$ cat src/rtl/lsu_pkg.sv
// rtl/lsu_pkg.sv - shared types for the load/store unit: funct3 widths, memory ops, FSM states
package lsu_pkg;

  localparam logic [2:0] F3_B  = 3'b000;
  localparam logic [2:0] F3_H  = 3'b001;
  localparam logic [2:0] F3_W  = 3'b010;
  localparam logic [2:0] F3_BU = 3'b100;
  localparam logic [2:0] F3_HU = 3'b101;

  typedef enum logic [1:0] {
    MEM_NONE  = 2'd0,
    MEM_LOAD  = 2'd1,
    MEM_STORE = 2'd2
  } mem_op_e;

  typedef enum logic [1:0] {
    LSU_IDLE   = 2'd0,
    LSU_ACCESS = 2'd1,
    LSU_DATA   = 2'd2,
    LSU_RESP   = 2'd3
  } lsu_state_e;

endpackage

$ cat src/rtl/lsu_align.sv
// rtl/lsu_align.sv - byte-lane extraction with sign/zero extension and sub-word store merge
module lsu_align
  import lsu_pkg::*;
(
  input  logic [2:0]  i_funct3,
  input  logic [1:0]  i_addr_lo,
  input  logic [31:0] i_word,
  input  logic [31:0] i_wdata,
  output logic [31:0] o_load_val,
  output logic [31:0] o_store_word
);

  logic [7:0]  w_byte;
  logic [15:0] w_half;

  always_comb begin
    w_byte = i_word[{i_addr_lo, 3'b000} +: 8];
    w_half = i_word[{i_addr_lo[1], 4'b0000} +: 16];
    case (i_funct3)
      F3_B:    o_load_val = {{24{w_byte[7]}}, w_byte};
      F3_BU:   o_load_val = {24'd0, w_byte};
      F3_H:    o_load_val = {{16{w_half[15]}}, w_half};
      F3_HU:   o_load_val = {16'd0, w_half};
      default: o_load_val = i_word;
    endcase
  end

  // Sub-word stores keep the lanes just read from RAM; SW ignores the read word.
  always_comb begin
    o_store_word = i_word;
    case (i_funct3[1:0])
      2'b00:   o_store_word[{i_addr_lo, 3'b000} +: 8] = i_wdata[7:0];
      2'b01:   o_store_word[{i_addr_lo[1], 4'b0000} +: 16] = i_wdata[15:0];
      default: o_store_word = i_wdata;
    endcase
  end

endmodule

$ cat src/rtl/lsu.sv
// rtl/lsu.sv - load/store unit driving a word-wide registered RAM; LSU_MISALIGN_TRAP_EN traps misaligned accesses
module lsu
  import lsu_pkg::*;
#(
  parameter int RAM_BYTES = 4096
) (
  input  logic        clk,
  input  logic        rst,
  input  logic        req_valid,
  output logic        req_ready,
  input  logic        req_store,
  input  logic [2:0]  req_funct3,
  input  logic [31:0] req_addr,
  input  logic [31:0] req_wdata,
  output logic        resp_valid,
  output logic [31:0] resp_rdata,
  output logic        resp_err,
  output logic [31:0] mem_addr,
  output logic [31:0] mem_wdata,
  output mem_op_e     mem_op,
  input  logic [31:0] mem_rdata
);

  lsu_state_e  r_state;
  logic [31:0] r_addr_q;
  logic [31:0] r_wdata_q;
  logic [2:0]  r_funct3_q;
  logic        r_store_q;
  logic [31:0] r_rdata;
  logic        r_err;

  logic        w_f3_ok;
  logic        w_misalign;
  logic        w_req_err;
  logic [31:0] w_addr_eff;
  logic [31:0] w_load_val;
  logic [31:0] w_store_word;

  always_comb begin
    case (req_funct3)
      F3_B, F3_H, F3_W: w_f3_ok = 1'b1;
      F3_BU, F3_HU:     w_f3_ok = !req_store;
      default:          w_f3_ok = 1'b0;
    endcase
    w_addr_eff = req_addr;
    w_misalign = 1'b0;
`ifdef LSU_MISALIGN_TRAP_EN
    if (req_funct3[1:0] == 2'b01) w_misalign = req_addr[0];
    else if (req_funct3[1:0] == 2'b10) w_misalign = |req_addr[1:0];
`else
    // Without trapping, misaligned addresses fall back to natural alignment.
    if (req_funct3[1:0] == 2'b01) w_addr_eff[0] = 1'b0;
    else if (req_funct3[1:0] == 2'b10) w_addr_eff[1:0] = 2'b00;
`endif
    w_req_err = !w_f3_ok || (req_addr >= 32'(RAM_BYTES)) || w_misalign;
  end

  assign req_ready  = (r_state == LSU_IDLE) || (r_state == LSU_RESP);
  assign resp_valid = (r_state == LSU_RESP);
  assign resp_rdata = r_rdata;
  assign resp_err   = r_err;
  assign mem_addr   = {r_addr_q[31:2], 2'b00};
  assign mem_wdata  = w_store_word;

  always_comb begin
    mem_op = MEM_NONE;
    if (!rst) begin
      if (r_state == LSU_ACCESS) mem_op = MEM_LOAD;
      else if (r_state == LSU_DATA && r_store_q) mem_op = MEM_STORE;
    end
  end

  lsu_align u_align (
    .i_funct3     (r_funct3_q),
    .i_addr_lo    (r_addr_q[1:0]),
    .i_word       (mem_rdata),
    .i_wdata      (r_wdata_q),
    .o_load_val   (w_load_val),
    .o_store_word (w_store_word)
  );

  always_ff @(posedge clk) begin
    if (rst) begin
      r_state    <= LSU_IDLE;
      r_addr_q   <= 32'd0;
      r_wdata_q  <= 32'd0;
      r_funct3_q <= 3'd0;
      r_store_q  <= 1'b0;
      r_rdata    <= 32'd0;
      r_err      <= 1'b0;
    end else begin
      case (r_state)
        LSU_IDLE, LSU_RESP: begin
          if (req_valid) begin
            r_addr_q   <= w_addr_eff;
            r_wdata_q  <= req_wdata;
            r_funct3_q <= req_funct3;
            r_store_q  <= req_store;
            if (w_req_err) begin
              r_state <= LSU_RESP;
              r_rdata <= 32'd0;
              r_err   <= 1'b1;
            end else begin
              r_state <= LSU_ACCESS;
            end
          end else begin
            r_state <= LSU_IDLE;
          end
        end
        LSU_ACCESS: r_state <= LSU_DATA;
        default: begin
          r_state <= LSU_RESP;
          r_rdata <= r_store_q ? 32'd0 : w_load_val;
          r_err   <= 1'b0;
        end
      endcase
    end
  end

endmodule

$ cat config.mk
export PLATFORM = sky130hd
export DESIGN_NAME = lsu
export DESIGN_NICKNAME = d
export VERILOG_FILES = /design/src/rtl/lsu_pkg.sv /design/src/rtl/lsu_align.sv /design/src/rtl/lsu.sv
export SDC_FILE = /design/constraint.sdc
export NUM_CORES = 1
export LEC_CHECK = 0
export CORE_MARGIN = 2
export CORE_UTILIZATION = 50
export CTS_BUF_LIST = sky130_fd_sc_hd__clkbuf_16
export CTS_CLUSTER_SIZE = 16
export DETAILED_ROUTE_END_ITERATION = 10
export PLACE_DENSITY = 0.95
export SYNTH_ARGS = -nofsm -noshare
export SYNTH_HDL_FRONTEND = slang
export SYNTH_SLANG_ARGS = --single-unit
$ cat constraint.sdc
create_clock -name clk -period 4.65 [get_ports clk]
set_input_delay 0.93 -clock clk [delete_from_list [all_inputs] [get_ports clk]]
set_output_delay 0.93 -clock clk [all_outputs]
set_load 0.02 [all_outputs]
# Word level (Yosys, flattened, before mapping)
# Index checks and enable logic that the tools add are counted.
totals:
  ff_bits: 103
  word_cells: 67
  input_bits: 103
  out_inout_bits: 101
op_classes:
  addsub: 2
  reduce_logical: 14
  n_lt_le_gt_ge: 1
  n_eq_ne: 15
  shifts: 6
  bitwise: 1
  muxes: 21
op_table:
  columns: ["cell", "n"]
  rows:
  - ["case mux 32 bit (2 select lines)", 2]
  - ["case mux 32 bit (4 select lines)", 1]
  - ["two-way mux 32 bit", 3]
  - ["bitwise mux 32 bit", 2]
  - ["greater-or-equal comparator 32 x 13 -> 1 bit (second input constant)", 1]
  - ["variable shift 16 x 7 -> 32 bit (first input constant)", 1]
  - ["variable shift 8 x 7 -> 32 bit (first input constant)", 1]
  - ["variable part select 16 x 7 -> 32 bit", 1]
  - ["variable part select 32 x 6 -> 16 bit", 1]
  - ["variable part select 32 x 6 -> 8 bit", 1]
  - ["variable part select 8 x 7 -> 32 bit", 1]
  - ["negator 5 -> 7 bit", 2]
  - ["equality test 3 bit (second input constant)", 4]
  - ["two-way mux 2 bit", 6]
  - ["equality test 2 x 1 -> 1 bit (second input constant)", 3]
  - ["equality test 2 bit (second input constant)", 3]
  - ["equality test 3 x 1 -> 1 bit (second input constant)", 2]
  - ["logical NOT 3 bit", 2]
  - ["logical NOT 2 bit", 2]
  - ["two-way mux 1 bit", 4]
  - ["!= test 2 bit (second input constant)", 2]
  - ["case mux 1 bit (2 select lines)", 2]
  - ["case mux 2 bit (2 select lines)", 1]
  - ["OR reduction 2 bit", 2]
  - ["other kinds (8)", 10]

# Longest topological paths before layout
# Gate-level depths: netlist of the first run.
depth:
  word_depth: 8
  depth_mapped: 9
  depth_no_buf: 6

# Cells and area by module
# Synthesis of the first run repeated with hierarchy kept, for this count alone.
unflattened:
  hier_cells: 747
  hier_area_um2: 5745.5
by_module_without_submodules:
  columns: ["module", "seq_area_each_um2", "cells_per_inst", "n_inst", "area_per_inst_um2"]
  rows:
  - ["lsu", 2062.0, 502, 1, 4103.9]
  - ["lsu_align", 0.0, 245, 1, 1641.6]

# Worst setup path before layout of the first run
# Ideal clock, no wire load.
synth_timing:
  kind: "register to output"
  start: "register r_addr_q[1]"
  end: "output mem_wdata[10]"
  arrival_time_ps: 2206
  path_buffers: 3
  stages_incl_launch_ff: 9
  path_slack_ps: 1514
  required_time_ps: 3720
  cell_sequence: "dfxtp_1 > buf_4 > inv_2 > clkbuf_1 > ha_1 > and4b_1 > clkbuf_1 > a21oi_1 > o21ai_0"
synth_between:
  elab_chain_cells: 4
  elab_cells_between_ends: 9
  cone_classes: "add/sub: 2; shift: 4; mux: 3"
synth_rtl:
  columns: ["item", "line_no", "text"]
  rows:
  - ["start: declaration", "lsu.sv:25", "logic [31:0] r_addr_q;"]
  - ["start signal: assignment", "lsu.sv:95", "r_addr_q <= w_addr_eff;"]
  - ["negator 5 -> 7 bit (on tied branches)", "lsu_align.sv:33, lsu_align.sv:32", null]
  - ["variable part select 16 x 7 -> 32 bit (tied with other cells)", "lsu_align.sv:33", "2'b01: o_store_word[{i_addr_lo[1], 4'b0000} +: 16] = i_wdata[15:0];"]
  - ["bitwise mux 32 bit (on tied branches)", "lsu_align.sv:33, lsu_align.sv:32", null]
  - ["case mux 32 bit (2 select lines) (*)", "lsu_align.sv:31", "case (i_funct3[1:0])"]
  - ["end: declaration", "lsu.sv:19", "output logic [31:0] mem_wdata,"]
# Mark *: on every way between the ends. The rest lies on a longest branch, timed or not.

# Worst setup path in the final report of the first run
layout_timing:
  start: "register r_funct3_q[0]"
  end: "output mem_wdata[7]"
layout_between:
  elab_chain_cells: 2
  elab_cells_between_ends: 3
  cone_classes: "eq/ne: 1; mux: 1; reduce/logical: 1"
layout_rtl:
  columns: ["item", "line_no", "text"]
  rows:
  - ["start: declaration", "lsu.sv:27", "logic [2:0] r_funct3_q;"]
  - ["start signal: assignment", "lsu.sv:97", "r_funct3_q <= req_funct3;"]
  - ["equality test 2 x 1 -> 1 bit or logical NOT 2 bit (tied branches)", "lsu_align.sv:31", null]
  - ["case mux 32 bit (2 select lines) (*)", "lsu_align.sv:31", null]
# Marks and branches as above.

==> results of run 1 <==
-- state kept, by name, summed over array words and instances, names as in the netlist --
register / count
r_store_q: 1
r_addr_q: 32
r_state: 2
resp_rdata: 32
r_wdata_q: 32
r_funct3_q: 3
resp_err: 1
-- layout by cell type (no fill, tap or decap), drive strengths merged, types with 10 or more instances in the layout --
cell and n:
nor2 10, mux2i 48, inv 26, a21o 17, nand2b 25, a221oi 16
dfxtp 103, a22oi 25, buf 12, o21ai 15, nand2 138, a21oi 81
a22o 16, clkdlybuf4s50 200, nor2b 12, a211oi 18
-- worst max-delay path by stage --
stage                  start            end  slack [ps]  cells after the start
4_1_cts          r_addr_q[1]  mem_wdata[19]         620                      8
2_1_floorplan    r_addr_q[1]  mem_wdata[10]        1510                      8
6_report       r_funct3_q[0]   mem_wdata[7]         530                      4
5_1_grt        r_funct3_q[0]   mem_wdata[7]         350                      4
3_3_place_gp   mem_rdata[30]  mem_wdata[30]         940                      5
3_5_place_dp   mem_rdata[30]  mem_wdata[30]         930                      5
-- logic make-up (layout without fill, tap and decap cells) --
family / count (synthesis) / count (layout) / synth area share (%)
flip-flops: 103 / 103 / 35.17
buffers and inverters: 115 / 253 / 10.37
adder cells (fa/ha/maj): 8 / 8 / 1.707
AO/OA/AOI/OAI: 228 / 228 / 27.06
multiplexers: 52 / 52 / 9.560
AND/OR/NAND/NOR: 202 / 202 / 16.07
other: 1 / 2 / 0.06396
-- power by group --
group / internal, mW / switching [mW]
logic: 0.597 / 0.732
registers: 1.01 / 0.104
clock network: 0.352 / 0.324
-- layout make-up --
cell class / instances / area [µm²]
Clock inverter: 6 / 30.03
Tap cell: 143 / 178.9
Clock buffer: 9 / 225.2
Sequential cell: 103 / 2063
Inverter: 26 / 97.59
Timing Repair Buffer: 212 / 2092
Multi-Input combinational cell: 492 / 3208
Fill cell: 898 / 3523
-- worst max-delay path: stages (launching register included) --
cell             delay [ps]
dfxtp_1                 850
clkinv_1                450
a21boi_1                620
a22o_1                  300
clkdlybuf4s50_1         620
-- metal layers --
metal | up-vias | wire length (µm)
met4 | 0 | 912
li1 | 2758 | -
met1 | 2750 | 7205
met2 | 371 | 8510
met3 | 72 | 1996
met5 | - | 0
==> impl_metrics.env, run 1 <==
export IMPL_syn_inst=709
export IMPL_vdd_ir_drop_max_v=0.0003242
export IMPL_path_max_fanout=21
export IMPL_firstDrtPassIters=6
export IMPL_min_from="r_addr_q[16]"
export IMPL_antenna_found_initial=0
export IMPL_cts_tree="done"
export IMPL_overflow=0
export IMPL_holdWs_ps=451.7
export IMPL_drc_errors=0
export IMPL_synth_main_ff_cell="dfxtp_1"
export IMPL_slew_headroom_pct=34.06
export IMPL_drt_iter0_drc=673
export IMPL_areaGrowthSynthToFinish_pct=34.66
export IMPL_synthArstFlopShare_pct=0
export IMPL_worst_setup_path_end_kind="output pin"
export IMPL_cts_root_buffer="clkbuf_16"
export IMPL_vias_per_cell=6.005
export IMPL_gr_usage_met1_pct=37.95
export IMPL_cts_sinks=103
export IMPL_worstMarginPinSlew_ps=989.2
export IMPL_drt_wl_total_um=18630
export IMPL_ys_seq_area_share_pct=35.17
export IMPL_hold_path_endpoint="r_addr_q[16]"
export IMPL_rsz0062_at_grt="false"
export IMPL_fp_row_count=39
export IMPL_cts_resized=0
export IMPL_fin_util_pct=69.14
export IMPL_nets=955
export IMPL_drive_gt1_share_pct=5.542
export IMPL_use_met2_pct=45.34
export IMPL_setup_tns_ps=0
export IMPL_grt_max_degree=63
export IMPL_reg2reg_depth=7
export IMPL_first_global_vias=5703
export IMPL_ys_types=52
export IMPL_yosys_top_cells_count="nand2_1, dfxtp_1, a21oi_1"
export IMPL_r2r_start="r_state[0]"
export IMPL_cap_violations=0
export IMPL_hold_depth=2
export IMPL_fmax_mhz=242.4
export IMPL_synth_edf_count=0
export IMPL_status="complete, no violations"
export IMPL_syn_area_um2=5863
export IMPL_critPathArrivalTime_ps=3190
export IMPL_grt_pass1_wl_um=29570
export IMPL_synth_top_area_share_pct=35.17
export IMPL_dp_cells=976
export IMPL_reg2reg_slack_ps=2300
export IMPL_coreArea_um2=11420
export IMPL_dieWidth_um=112.3
export IMPL_postLayoutSetupSlackWorst_ps=525.4
export IMPL_drtAntennaViolNets=0
export IMPL_ios=204
export IMPL_top_usage_layer="met2"
export IMPL_hpwl_um=13410
export IMPL_initial_core_util_pct=51.35
export IMPL_cts_hold_buffers_added=0
export IMPL_hp_class="register to register"
export IMPL_synth_warnings=0
export IMPL_antenna_cells=0
export IMPL_syn_mean_instance_area_um2=8.270
export IMPL_r2r_end="r_state[1]"
export IMPL_p_per_area_nw_per_um2=395.0
export IMPL_worstSetupPathType="register to output pin"
export IMPL_cts_path_max_buffers=2
export IMPL_layout_cells_non_filler=991
export IMPL_fin_area_um2=7895
export IMPL_pre_cts_slack_ps=932.6
export IMPL_die_area_um2=12610
export IMPL_clk_latency_ps=350
export IMPL_vias=5951
export IMPL_fin_skew_ps=7.262
export IMPL_io_buffers=201
export IMPL_place_congestion=0.9463
export IMPL_p_leak_nw=2.883
export IMPL_numCtsBuffers=9
export IMPL_period_share_pct=88.70
export IMPL_grt_util_all_layers_pct=29.20
export IMPL_wl_per_cell_um=18.80
export IMPL_fin_crit_ps=4125
export IMPL_placed_area_um2=7640
export IMPL_synth_seq_cells=103
export IMPL_cts_setup_buffers=0
export IMPL_hold_viol=0
export IMPL_yosysMostFrequentCell="nand2_1"
export IMPL_required_ps=3720
export IMPL_drv_slew=0
export IMPL_clk_pin_slew_ps=70
export IMPL_finalSetupViolCount=0
export IMPL_grt_util_met3_pct=7.235
export IMPL_htreeDepth=3
export IMPL_die_h_um=112.3
export IMPL_synth_top_area_cell="dfxtp_1"
export IMPL_power_total_mw=3.119
export IMPL_cp_start_kind="register"
export IMPL_synth_area_top_cells="dfxtp_1, nand2_1, mux2i_1"
No activity file was read; power rests on OpenSTA's default activity.
==> run 2: changes to the inputs <==
Settings changed: CAP_MARGIN set to 40, HOLD_SLACK_MARGIN set to 0.15.
==> run 2 against run 1 <==
Against the previous run: count of clock-buffer cells in the layout unchanged; non-clock buffer count is 1 higher; register-to-register slack got worse by 20 ps; cell count is 0.20% higher; hold slack better by 1.7 ps; critical path type unchanged; largest cell class unchanged; largest power group unchanged.
==> impl_metrics.env, run 2 (synthesis gave the netlist of run 1 again) <==
export IMPL_cp_start_kind="register"
export IMPL_reg2reg_depth=7
export IMPL_cts_root_buffer="clkbuf_16"
export IMPL_areaGrowthSynthToFinish_pct=35.60
export IMPL_cts_hold_buffers_added=0
export IMPL_hold_depth=2
export IMPL_r2r_start="r_state[0]"
export IMPL_grt_max_degree=63
export IMPL_grt_pass1_wl_um=29770
export IMPL_place_congestion=0.9463
export IMPL_hold_viol=0
export IMPL_io_buffers=201
export IMPL_drive_gt1_share_pct=6.000
export IMPL_initial_core_util_pct=51.35
export IMPL_fp_row_count=39
export IMPL_switching_share_pct=36.67
export IMPL_cts_sinks=103
export IMPL_htreeDepth=3
export IMPL_r2r_end="r_state[1]"
export IMPL_wl_per_cell_um=18.84
export IMPL_fmax_mhz=243.0
export IMPL_cts_setup_buffers=0
export IMPL_first_global_vias=5739
export IMPL_required_ps=3720
export IMPL_nFillCells=882
export IMPL_die_h_um=112.3
export IMPL_fin_crit_ps=4116
export IMPL_antenna_found_initial=0
export IMPL_rsz0062_at_grt="false"
export IMPL_switchingPower_mw=1.173
export IMPL_drt_iter0_drc=689
export IMPL_drtAntennaViolNets=0
export IMPL_reg2reg_slack_ps=2280
export IMPL_grt_util_all_layers_pct=29.28
export IMPL_worstSetupPathType="register to output pin"
export IMPL_worstMarginPinSlew_ps=828.9
export IMPL_cts_tree="done"
export IMPL_fin_skew_ps=8.637
export IMPL_nets=956
export IMPL_intPower_mw=2.026
export IMPL_finalSetupViolCount=0
export IMPL_min_from="r_addr_q[7]"
export IMPL_cts_resized=0
export IMPL_antenna_cells=0
export IMPL_combinationalPowerShare_pct=41.8
export IMPL_slew_headroom_pct=44.67
export IMPL_die_area_um2=12610
export IMPL_drt_wl_total_um=18710
export IMPL_setup_tns_ps=0
export IMPL_dieWidth_um=112.3
export IMPL_p_per_area_nw_per_um2=402.5
export IMPL_final_common_cell="clkdlybuf4s50_1"
export IMPL_final_cell_mix="clkdlybuf4s50_1, nand2_1, dfxtp_1, a21oi_1, mux2i_1"
export IMPL_hp_class="register to register"
export IMPL_crit_start="r_funct3_q[0]"
export IMPL_clk_latency_ps=360
export IMPL_hpwl_um=13510
export IMPL_path_max_fanout=21
export IMPL_coreArea_um2=11420
export IMPL_drc_errors=0
export IMPL_status="complete, no violations"
export IMPL_overflow=0
export IMPL_vdd_ir_drop_max_v=0.0003475
export IMPL_firstDrtPassIters=5
export IMPL_numCtsBuffers=9
export IMPL_p_leak_nw=2.919
export IMPL_drv_slew=0
export IMPL_critPathArrivalTime_ps=3190
export IMPL_ios=204
export IMPL_vias=5989
export IMPL_cp_endpoint="mem_wdata[7]"
export IMPL_clock_power_share_pct=23.4
export IMPL_cap_violations=0
export IMPL_vias_per_cell=6.031
export IMPL_power_frac_seq_pct=34.8
export IMPL_period_share_pct=88.51
export IMPL_power_total_mw=3.200
export IMPL_worst_setup_path_end_kind="output pin"
export IMPL_clk_pin_slew_ps=70
export IMPL_cts_path_max_buffers=2
-- run 2: metal layers --
layer | up-vias | routed length (µm) | global-route usage, %
met5 | - | 0 | 0
met1 | 2805 | 7258 | 37.42
met3 | 70 | 1843 | 7.451
met2 | 350 | 8658 | 45.70
met4 | 0 | 947 | 15.45
li1 | 2764 | - | -
-- run 2: worst min-delay path by stage --
stage,slack [ps],to
after floorplan,440,r_wdata_q[16]
after global placement,440,r_addr_q[7]
after detailed placement,450,r_addr_q[13]
after CTS,460,r_addr_q[5]
after global routing,470,r_addr_q[13]
final,450,r_addr_q[7]
-- run 2: worst max-delay path, stage by stage, from the launching register on --
cell,delay (ps)
dfxtp_1,860
clkinv_1,450
a21boi_1,590
a22o_1,290
clkdlybuf4s50_1,630
-- run 2: final cells by class --
cell class	count	area [µm²]	share of cell area, %
Clock buffer	9	225.2	2.833
Clock inverter	7	65.06	0.8184
Inverter	26	97.59	1.228
Multi-Input combinational cell	492	3208	40.35
Sequential cell	103	2063	25.95
Tap cell	143	178.9	2.251
Timing Repair Buffer	213	2112	26.57
-- run 2: power by group through the flow --
stage                     Clock, mW  Sequential (mW)  Combinational [mW]
after floorplan                   0             1.15               0.802
after global placement            0             1.12                1.30
after detailed placement          0             1.13                1.33
after CTS                     0.759             1.11                1.33
after global routing          0.792             1.12                1.43
final                         0.750             1.11                1.34
-- run 2: per-stage QoR --
stage / instances / setup WS [ps] / instance area (µm²) / hold WS (ps) / utilization [%]
global route: 993 / 364.7 / 7950 / 472.6 / 69.63
CTS: 993 / 613.2 / 7950 / 455.7 / 69.63
finish: 993 / 534.4 / 7950 / 453.4 / 69.63
floorplan: 710 / 1514 / 5867 / 436.5 / -
global placement: 976 / 940.9 / 7640 / 440.3 / 66.91
detailed placement: 977 / 930.9 / 7660 / 446.1 / 67.08
